File: src/rtl/rle_compressor.sv
// Binary-image run-length encoder.
// Pixels stream in one per accepted cycle. Runs alternate starting with a 0-run.
// Each run length goes into a small first-word-fall-through FIFO.
// A run longer than the run field can hold is split into a maximum-length run
// followed by a zero-length run of the opposite colour.
module rle_compressor #(
  parameter int unsigned RUN_W      = 6,
  parameter int unsigned FIFO_DEPTH = 4
) (
  input  logic             clk,
  input  logic             rst,
  input  logic             pixelIn,
  input  logic             pixelValid,
  output logic             inReady,
  input  logic             imageStart,
  input  logic             imageEnd,
  output logic [RUN_W-1:0] runOut,
  output logic             runLast,
  output logic             runValid,
  input  logic             runReady,
  output logic             idle,
  output logic             protoErr
);

  localparam int unsigned PTR_W = $clog2(FIFO_DEPTH);
  localparam int unsigned ENT_W = RUN_W + 1;
  localparam logic [PTR_W:0] OCC_FULL    = (PTR_W+1)'(FIFO_DEPTH);
  localparam logic [PTR_W:0] OCC_RDY_MAX = (PTR_W+1)'(FIFO_DEPTH - 2);

  typedef enum logic [1:0] {
    ST_IDLE,
    ST_RUN,
    ST_FLUSH
  } state_t;

  state_t           state, state_n;
  logic             cur_bit, cur_bit_n;
  logic [RUN_W-1:0] count, count_n;
  logic             proto_err_n;

  // FIFO entries are {run length, last flag}
  logic [ENT_W-1:0] mem [FIFO_DEPTH];
  logic [PTR_W-1:0] wr_ptr, rd_ptr;
  logic [PTR_W:0]   occ, occ_n;

  logic             accept;
  logic             pop;
  logic [1:0]       n_push;
  logic [ENT_W-1:0] wdata0, wdata1;

  assign accept   = pixelValid & inReady;
  assign runValid = (occ != '0);
  assign pop      = runValid & runReady;
  assign runOut   = runValid ? mem[rd_ptr][ENT_W-1:1] : '0;
  assign runLast  = runValid & mem[rd_ptr][0];
  assign idle     = (state == ST_IDLE) && !runValid;

  // Next-state, run counting and FIFO push selection
  always_comb begin
    state_n     = state;
    cur_bit_n   = cur_bit;
    count_n     = count;
    proto_err_n = protoErr;
    n_push      = 2'd0;
    wdata0      = '0;
    wdata1      = '0;
    if (accept) begin
      if (imageStart) begin
        // A new image abandons any partial run; a leading 1 needs an empty 0-run first
        cur_bit_n = pixelIn;
        count_n   = RUN_W'(1);
        state_n   = ST_RUN;
        if (pixelIn) begin
          n_push = 2'd1;
          wdata0 = '0;
        end
      end else if (state == ST_IDLE) begin
        proto_err_n = 1'b1;
      end else if (pixelIn != cur_bit) begin
        n_push    = 2'd1;
        wdata0    = {count, 1'b0};
        cur_bit_n = pixelIn;
        count_n   = RUN_W'(1);
      end else if (count != '1) begin
        count_n = count + 1'b1;
      end else begin
        // Saturated run: emit max run plus an empty opposite run, keep the colour
        n_push  = 2'd2;
        wdata0  = {count, 1'b0};
        wdata1  = '0;
        count_n = RUN_W'(1);
      end
      if (imageEnd && (imageStart || state != ST_IDLE)) begin
        state_n = ST_FLUSH;
      end
    end else if (state == ST_FLUSH && (occ != OCC_FULL || pop)) begin
      n_push  = 2'd1;
      wdata0  = {count, 1'b1};
      state_n = ST_IDLE;
    end
    occ_n = occ + (PTR_W+1)'(n_push) - (PTR_W+1)'(pop);
  end

  // Control state, FIFO pointers and registered inReady
  always_ff @(posedge clk or negedge rst) begin
    if (!rst) begin
      state    <= ST_IDLE;
      cur_bit  <= 1'b0;
      count    <= '0;
      protoErr <= 1'b0;
      wr_ptr   <= '0;
      rd_ptr   <= '0;
      occ      <= '0;
      inReady  <= 1'b0;
    end else begin
      state    <= state_n;
      cur_bit  <= cur_bit_n;
      count    <= count_n;
      protoErr <= proto_err_n;
      wr_ptr   <= wr_ptr + PTR_W'(n_push);
      if (pop) begin
        rd_ptr <= rd_ptr + 1'b1;
      end
      occ     <= occ_n;
      // Two free slots are reserved so any accepted pixel can always push twice
      inReady <= (state_n != ST_FLUSH) && (occ_n <= OCC_RDY_MAX);
    end
  end

  // FIFO storage, up to two writes per cycle in order
  always_ff @(posedge clk) begin
    if (n_push != 2'd0) begin
      mem[wr_ptr] <= wdata0;
    end
    if (n_push == 2'd2) begin
      mem[wr_ptr + 1'b1] <= wdata1;
    end
  end

endmodule

File: config.mk
export PLATFORM = sky130hd
export DESIGN_NAME = rle_compressor
export DESIGN_NICKNAME = d
export VERILOG_FILES = /design/src/rtl/rle_compressor.sv
export SDC_FILE = /design/constraint.sdc
export NUM_CORES = 1
export LEC_CHECK = 0
export CELL_PAD_IN_SITES_DETAIL_PLACEMENT = 0
export CELL_PAD_IN_SITES_GLOBAL_PLACEMENT = 1
export CORE_UTILIZATION = 46
export DETAILED_ROUTE_END_ITERATION = 16
export PLACE_DENSITY_LB_ADDON = 0.1
export RECOVER_POWER = 50
export SYNTH_ARGS = -nofsm -noshare
export SYNTH_HDL_FRONTEND = slang
export SYNTH_SLANG_ARGS = --single-unit
File: constraint.sdc
create_clock -name clk -period 3.4 [get_ports clk]
set_input_delay 0.51 -clock clk [delete_from_list [all_inputs] [get_ports clk]]
set_output_delay 0.51 -clock clk [all_outputs]
set_load 0.01 [all_outputs]
# Yosys cells after proc, flatten, opt, wreduce, memory -nomap -nowiden

Memory sizes are Yosys's and may differ from the RTL's.
Index checks and enable logic that the tools add are counted.

RAM bits: 28
Input bits: 7
Output and inout port bits: 11
Logic and storage cells: 71
Memories: 1
Bits in registers: 18

Order comparisons: 1
Reduce and logical (&&, ||, !) cells: 15
$add $sub $neg: 6
Mux-type cells: 29
Bitwise gates (word level): 4
Equality and inequality tests: 7

Memory list:

| memory | words | bits a word | read ports | clocked after Yosys merged registers in | wr ports | RTL line | RTL |
|---|---|---|---|---|---|---|---|
| mem    | 4     | 7           | 1          | 0                                       | 2        | 42       | `logic [ENT_W-1:0] mem [FIFO_DEPTH];` |

Operators by type and width:

| kind                | count |
|---|---|
| $mux 7              | 6 |
| $mux 6              | 5 |
| $mux 2              | 9 |
| $mux 1              | 9 |
| $add 6x1->6 const B | 1 |
| $ne 6x6->1 const B  | 1 |
| $reduce_and 3->1    | 2 |
| $reduce_bool 2->1   | 3 |
| $add 2x1->2 const B | 2 |
| $eq 2x2->1 const B  | 2 |
| $logic_and 1x1->1   | 4 |
| $ne 2x2->1 const B  | 2 |
| $add 3x2->3         | 1 |
| $and 1x1->1         | 3 |
| $le 3x2->1 const B  | 1 |
| $ne 3x3->1 const B  | 1 |
| $reduce_bool 3->1   | 1 |
| $sub 3x1->3         | 1 |
| $add 2x2->2         | 1 |
| $logic_not 2->1     | 1 |
| $logic_or 1x1->1    | 2 |
| $reduce_and 2->1    | 1 |
| $logic_not 1->1     | 1 |
| $ne 1x1->1          | 1 |
| $not 1->1           | 1 |

# Logic depth before layout (Yosys ltp)

Gate-level depths: netlist of the first run.

Depth after elaboration: 10
Depth in mapped cells: 12
Mapped depth without buffers: 11

# Worst setup path before layout of the first run

No wires, ideal clock.

Path type: input-to-reg
Start: input port pixelValid
End: register inReady
Required time: 3.306 ns
Slack: 0.587 ns
Arrival time: 2.719 ns
Stages on the path: 12
Cells stage by stage: and2_1 > buf_2 > o32a_2 > o21a_2 > ha_1 > inv_1 > ha_1 > inv_1 > fa_1 > xor2_1 > xnor2_1 > a211oi_1

Cells in the longest elaborated chain, start to end: 6
Elaborated cells between the ends (all ways): 8
Classes of those cells: add/sub (2); order compare (1); eq/ne (1); mux (2); bitwise (1); reduce/logical (1)

Ends and longest elaborated chain:

| what                   | RTL line | RTL |
|---|---|---|
| start: declaration     | 13       | `input logic pixelValid,` |
| $and 1x1->1            | 51       | `assign accept = pixelValid & inReady;` |
| $mux 2                 | 67       | `if (accept) begin` |
| $add 3x2->3            | 101      | `occ_n = occ + (PTR_W+1)'(n_push) - (PTR_W+1)'(pop);` |
| $sub 3x1->3            | 101      |  |
| net occ_n[2]           | 44       | `logic [PTR_W:0] occ, occ_n;` |
| $le 3x2->1             | 126      | `inReady <= (state_n != ST_FLUSH) && (occ_n <= OCC_RDY_MAX);` |
| $logic_and 1x1->1      | 126      |  |
| end signal: assignment | 126      |  |
| end: declaration       | 14       | `output logic inReady,` |

The timed path passes the listed nets, and every way through them passes these cells.
A chain may end at the register's enable or synchronous reset.

# Worst setup path in the final report of the first run

Same ends and word-level chain as after synthesis.

==> flow_metrics.env, run 1 <==
export IMPL_p_per_area_nw_per_um2=824
export IMPL_relSlewSlack=0.227
export IMPL_skew_ps=11.0
export IMPL_synth_ff_type="dfxtp_1"
export IMPL_total_power_uw=2410
export IMPL_clock_latency_ps=310
export IMPL_grtUsageTotal=0.238
export IMPL_route_detailed_drc=0
export IMPL_syn_nets=291
export IMPL_syn_to_final_growth_pct=7.43
export IMPL_vias_per_cell=6.18
export IMPL_cts_tree="built"
export IMPL_path_cells="dlygate4sd3_1, and2_0, clkbuf_1, o211ai_1, o21a_2, ha_1, inv_1, ha_1, inv_1, fa_1, xor2_1, xnor2_1, a211oi_1"
export IMPL_cts_resized_gates=0
export IMPL_layout_min_cycle_time_ps=3120
export IMPL_core_area_um2=5610
export IMPL_drive_gt1_frac=0.118
export IMPL_grt_max_degree=29
export IMPL_rsz0062_at_grt="no"
export IMPL_synth_edf_count=0
export IMPL_drt_iter0_drc=166
export IMPL_grt_pass1_wl_um=11300
export IMPL_antenna_cells=0
export IMPL_postLayoutCellArea_um2=2930
export IMPL_place_congestion=0.799
export IMPL_cts_sinks=46
export IMPL_setup_tns_ps=0
export IMPL_io_buffers=17
export IMPL_drt_pass1_iterations=5
export IMPL_yosys_warnings=0
export IMPL_syn_area_per_cell_um2=9.81
export IMPL_ctsHoldBuffers=0
export IMPL_cpPeakStageDelay_ps=560
export IMPL_crit_path_end_kind="flip-flop"
export IMPL_tightest_slew_ps=1160
export IMPL_postCtsSetupBuffers=0
export IMPL_worstPathRequired_ps=3610
export IMPL_htreeDepth=2
export IMPL_die_height_um=79.0
export IMPL_hold_violations=0
export IMPL_crit_type="in2reg"
export IMPL_nets=299
export IMPL_cap_violations=0
export IMPL_arrival_ps=3340
export IMPL_die_x_um=79.0
export IMPL_cts_root_buf="clkbuf_8"
export IMPL_dp_hpwl_um=4780
export IMPL_antenna_found_initial=0
export IMPL_die_area_um2=6240
export IMPL_holdCritPathClass="reg2reg"
export IMPL_ios=18
export IMPL_setup_viol=0
export IMPL_cp_start_kind="input pin"
export IMPL_cts_buffers=5
export IMPL_fin_crit_sh=0.918
export IMPL_ant_nets=0
export IMPL_clk_pin_slew_worst_paths_ps=100
export IMPL_irDropWorstVdd_uv=348
export IMPL_status="completed"
export IMPL_synth_seq_cells=46
export IMPL_ys_seq_area_frac=0.371
export IMPL_wire_per_inst_um=19.6
export IMPL_routed_wl_um=7050
export IMPL_max_freq_mhz=320
export IMPL_initial_core_util=0.486
export IMPL_crit_slowest_cell="dlygate4sd3_1"
export IMPL_rows=27
export IMPL_synth_async_reset_ratio=0.391
export IMPL_postSynthCellCount=278
export IMPL_vias=2218
export IMPL_p_leak_uw=0.00133
export IMPL_grt_pass1_vias=2094
export IMPL_overflow=0
export IMPL_cts_path_max_buffers=2
export IMPL_placed_area_um2=2860
export IMPL_ys_types=57
export IMPL_worstPathMaxFanout=8
export IMPL_slew_viol_final=0
export IMPL_synthesis_area_um2=2730
area by class of cell:
cell class	instances	area [µm²]
Clock buffer	6	72.6
Clock inverter	2	13.8
Fill cell	525	2680
Inverter	8	30.0
Multi-Input combinational cell	201	1510
Sequential cell	46	1010
Tap cell	72	90.1
Timing Repair Buffer	24	208
path summary, 6_finish.rpt:
kind | from | to | slack [ps] | cells after the start
max in group asynchronous | rst | occ[0] | 2120 | 1
worst min-delay path | mem[3][0] | mem[3][0] | 490 | 2
worst max-delay path | pixelValid | inReady | 280 | 13
worst min register to register | mem[3][0] | mem[3][0] | 490 | 2
min in group asynchronous | rst | rd_ptr[0] | 750 | 1
worst max register to register | inReady | inReady | 550 | 12
flip-flops by register name (all words and copies together) (netlist names):
name / cells
mem: 28
count: 6
occ: 3
rd_ptr: 2
state: 2
wr_ptr: 2
cur_bit: 1
inReady: 1
protoErr: 1
per-layer routing:
| layer | track usage | vias up | share of wire | wire length (µm) |
|---|---|---|---|---|
| met5 | 0 | - | 0 | 0 |
| met2 | 0.353 | 78 | 0.44 | 3070 |
| met1 | 0.353 | 1072 | 0.49 | 3480 |
| li1 | - | 1057 | - | - |
| met4 | 0.0691 | 0 | 0.014 | 97 |
| met3 | 0.0402 | 11 | 0.057 | 399 |
cells in the mapped netlist, drive strengths merged (2+ instances only):
| library cell | n | area, µm² |
|---|---|---|
| and2 | 15 | 96.3 |
| o211ai | 2 | 28.8 |
| xor2 | 4 | 35.0 |
| nor2 | 14 | 55.1 |
| nand4b | 2 | 17.5 |
| clkbuf | 6 | 26.3 |
| dfrtp | 18 | 450 |
| nand3 | 3 | 15.0 |
| buf | 16 | 143 |
| a311oi | 2 | 17.5 |
| nand2 | 14 | 52.6 |
| inv | 8 | 30.0 |
| nor3b | 2 | 15.0 |
| or2 | 3 | 18.8 |
| and3 | 2 | 12.5 |
| xnor2 | 4 | 42.6 |
| a21oi | 34 | 170 |
| mux4 | 7 | 158 |
| o31ai | 3 | 22.5 |
| ha | 5 | 62.6 |
| dfxtp | 28 | 561 |
| a41o | 24 | 240 |
| o21ai | 39 | 244 |
| nor2b | 4 | 32.5 |
worst max-delay path: cells and delay by family:
family                     cells  cell delay (ps)
AOI/OAI and AO/OA              3              630
xor gates and xnor gates       2              320
adders and majority gates      3              750
buffers and inverters          4              930
and+or+nand+nor                1              180
cell families after synthesis:
| kind of cell | Yosys count | synth area share |
|---|---|---|
| fa+ha+maj | 6 | 0.0303 |
| mux | 8 | 0.0619 |
| buf+inv | 31 | 0.0761 |
| compound gates | 114 | 0.299 |
| xor+xnor | 8 | 0.0284 |
| flops | 46 | 0.371 |
| simple gates | 65 | 0.134 |
per-stage QoR:
| step | worst slack [ps] | hold slack (ps) | cells | utilization |
|---|---|---|---|---|
| after global routing | 168 | 500 | 359 | 0.523 |
| after CTS | 450 | 474 | 359 | 0.526 |
| after detailed placement | 141 | 461 | 351 | 0.510 |
| after global placement | 192 | 459 | 351 | 0.510 |
| after floorplan | 587 | 214 | 278 | - |
| final | 277 | 488 | 359 | 0.523 |
where the power goes:
group | internal (µW) | switching (µW)
clock | 146 | 205
combinational | 467 | 717
sequential | 679 | 199
total | 1290 | 1120
cell usage in the layout (no fill, tap or decap), drive strengths merged, types with 4 or more instances in the layout:
cell type      Yosys  final
a21oi             34     34
a41o              24     24
and2              15     15
clkbuf             6     10
clkdlybuf4s50      0     12
dfrtp             18     18
dfxtp             28     28
dlygate4sd3        0      5
ha                 5      5
inv                8      8
mux4               7      7
nand2             14     14
nor2              14     14
nor2b              4      4
o21ai             39     39
xnor2              4      4
xor2               4      4
No activity file was read; power rests on OpenSTA's default activity.
==> run 2, diff against run 1 <==
--- a/config.mk
+++ b/config.mk
@@ -8,6 +8,7 @@
 export CELL_PAD_IN_SITES_DETAIL_PLACEMENT = 0
 export CELL_PAD_IN_SITES_GLOBAL_PLACEMENT = 1
 export CORE_UTILIZATION = 46
+export CTS_CLUSTER_DIAMETER = 50
 export DETAILED_ROUTE_END_ITERATION = 16
 export PLACE_DENSITY_LB_ADDON = 0.1
 export RECOVER_POWER = 50
==> results of run 2 <==
Final layout, timing and power as in run 1 (identical DEF).
==> run 3, diff against run 2 <==
--- a/config.mk
+++ b/config.mk
@@ -10,7 +10,7 @@
 export CORE_UTILIZATION = 46
 export CTS_CLUSTER_DIAMETER = 50
 export DETAILED_ROUTE_END_ITERATION = 16
-export PLACE_DENSITY_LB_ADDON = 0.1
+export PLACE_DENSITY = 0.76
 export RECOVER_POWER = 50
 export SYNTH_ARGS = -nofsm -noshare
 export SYNTH_HDL_FRONTEND = slang
==> run 3 against run 2 <==
Net effect: final cell count grew 0.56%; sequential cell count unchanged; clock power increased by 12%; non-clock buffer count rose by 2; worst hold slack lost 14 ps; total power increased by 2.5%; sequential power increased by 2%; combinational power about the same; core utilization up 0.69 points; clock skew decreased by 7.2 ps; via count increased by 1.4%; global-route usage decreased by 0.31 points; largest power group unchanged.
==> flow_metrics.env, run 3 (same netlist as run 1, synthesis figures left out) <==
export IMPL_nets=301
export IMPL_cts_root_buf="clkbuf_8"
export IMPL_cpPeakStageDelay_ps=550
export IMPL_syn_to_final_growth_pct=8.85
export IMPL_ff_latch_area_um2=1010
export IMPL_dp_hpwl_um=4670
export IMPL_final_common_cell="a21oi_1"
export IMPL_grt_pass1_wl_um=11200
export IMPL_crit_buf_inv=3
export IMPL_postCtsSetupBuffers=0
export IMPL_cpLargestDelayFamily="adder cells"
export IMPL_p_leak_uw=0.00135
export IMPL_relSlewSlack=0.217
export IMPL_die_height_um=79.0
export IMPL_tightest_slew_ps=1170
export IMPL_irDropWorstVdd_uv=372
export IMPL_setup_tns_ps=0
export IMPL_fin_ws_ps=309
export IMPL_total_power_uw=2480
export IMPL_overflow=0
export IMPL_p_per_area_nw_per_um2=834
export IMPL_htreeDepth=2
export IMPL_setup_viol=0
export IMPL_ctsHoldBuffers=0
export IMPL_vias_per_cell=6.23
export IMPL_die_x_um=79.0
export IMPL_worstPathRequired_ps=3610
export IMPL_grtUsageTotal=0.235
export IMPL_top_regs="mem (28), count (6), occ (3)"
export IMPL_cap_violations=0
export IMPL_die_area_um2=6240
export IMPL_slew_viol_final=0
export IMPL_arrival_ps=3300
export IMPL_cts_sinks=46
export IMPL_ios=18
export IMPL_clock_latency_ps=300
export IMPL_path_cells="dlygate4sd3_1, nor4b_1, o32a_2, o21a_2, ha_1, inv_1, ha_1, inv_1, fa_1, xor2_1, xnor2_1, a211oi_1"
export IMPL_max_freq_mhz=324
export IMPL_place_congestion=0.808
export IMPL_route_detailed_drc=0
export IMPL_routed_wl_um=6880
export IMPL_rsz0062_at_grt="no"
export IMPL_cp_start_kind="input pin"
export IMPL_fin_crit_sh=0.909
export IMPL_status="completed"
export IMPL_wire_per_inst_um=19.1
export IMPL_antenna_found_initial=0
export IMPL_cts_path_max_buffers=2
export IMPL_vias=2249
export IMPL_drt_pass1_iterations=4
export IMPL_drt_iter0_drc=225
export IMPL_io_buffers=17
export IMPL_cts_tree="built"
export IMPL_clk_pin_slew_worst_paths_ps=90
export IMPL_grt_max_degree=29
export IMPL_rows=27
export IMPL_largest_reg_flops=28
export IMPL_skew_ps=3.73
export IMPL_crit_path_end_kind="flip-flop"
export IMPL_crit_slowest_cell="dlygate4sd3_1"
export IMPL_antenna_cells=0
export IMPL_fillers=552
export IMPL_cts_buffers=5
export IMPL_hold_violations=0
export IMPL_dp_slack_ps=140
export IMPL_cts_resized_gates=0
export IMPL_grt_pass1_vias=2177
export IMPL_holdCritPathClass="reg2reg"
export IMPL_mostFrequentLayoutCells="a21oi_1 (34), o21ai_0 (29), dfxtp_1 (28)"
export IMPL_initial_core_util=0.486
export IMPL_ant_nets=0
export IMPL_drive_gt1_frac=0.128
export IMPL_crit_type="in2reg"
export IMPL_core_area_um2=5610
export IMPL_largest_register="mem"
export IMPL_layout_min_cycle_time_ps=3090
export IMPL_worstPathMaxFanout=3
export IMPL_multiInputGateArea_um2=1510
[run 3: stage by stage]
step	instances	hold slack, ps	cell area (µm²)	utilization
floorplan	278	214	2730	-
global placement	353	456	2880	0.513
finish	361	474	2970	0.529
global route	361	499	2970	0.529
CTS	361	480	2990	0.533
detailed placement	353	468	2880	0.513
[run 3: where the power goes]
group	internal [µW]	total, µW	switching [µW]
clock network	205	392	187
logic	479	1190	707
registers	679	897	218
total	1360	2480	1110
[run 3: path summary, 6_finish.rpt]
| kind | start | to | slack, ps | cells past startpoint |
|---|---|---|---|---|
| hold / removal | mem[3][0] | mem[3][0] | 470 | 2 |
| setup / recovery | runReady | inReady | 310 | 12 |
| hold reg to reg | mem[3][0] | mem[3][0] | 470 | 2 |
| min in group asynchronous | rst | state[1] | 740 | 1 |
| setup reg to reg | inReady | inReady | 530 | 12 |
| max in group asynchronous | rst | count[5] | 2150 | 1 |
[run 3: worst min-delay path: cells and delay by family (launching register included)]
kind | cells | cell delay, ps
and+or+nand+nor | 1 | 60
DFF | 1 | 330
AOI/OAI and AO/OA | 1 | 50
[run 3: per-layer routing]
metal  routed length [µm]  GRT usage  vias up
li1                     -          -     1068
met1                 3380      0.332     1111
met2                 3100      0.360       57
met3                  278     0.0368       13
met4                  121     0.0855        0
met5                    0          0        -
[run 3: layout make-up]
cell class                 count  area share
sequential                    46       0.340
clock buffer                   8      0.0371
tap                           72      0.0303
inverter                       8      0.0101
timing repair buffer          26      0.0750
multi-input combinational    201       0.507
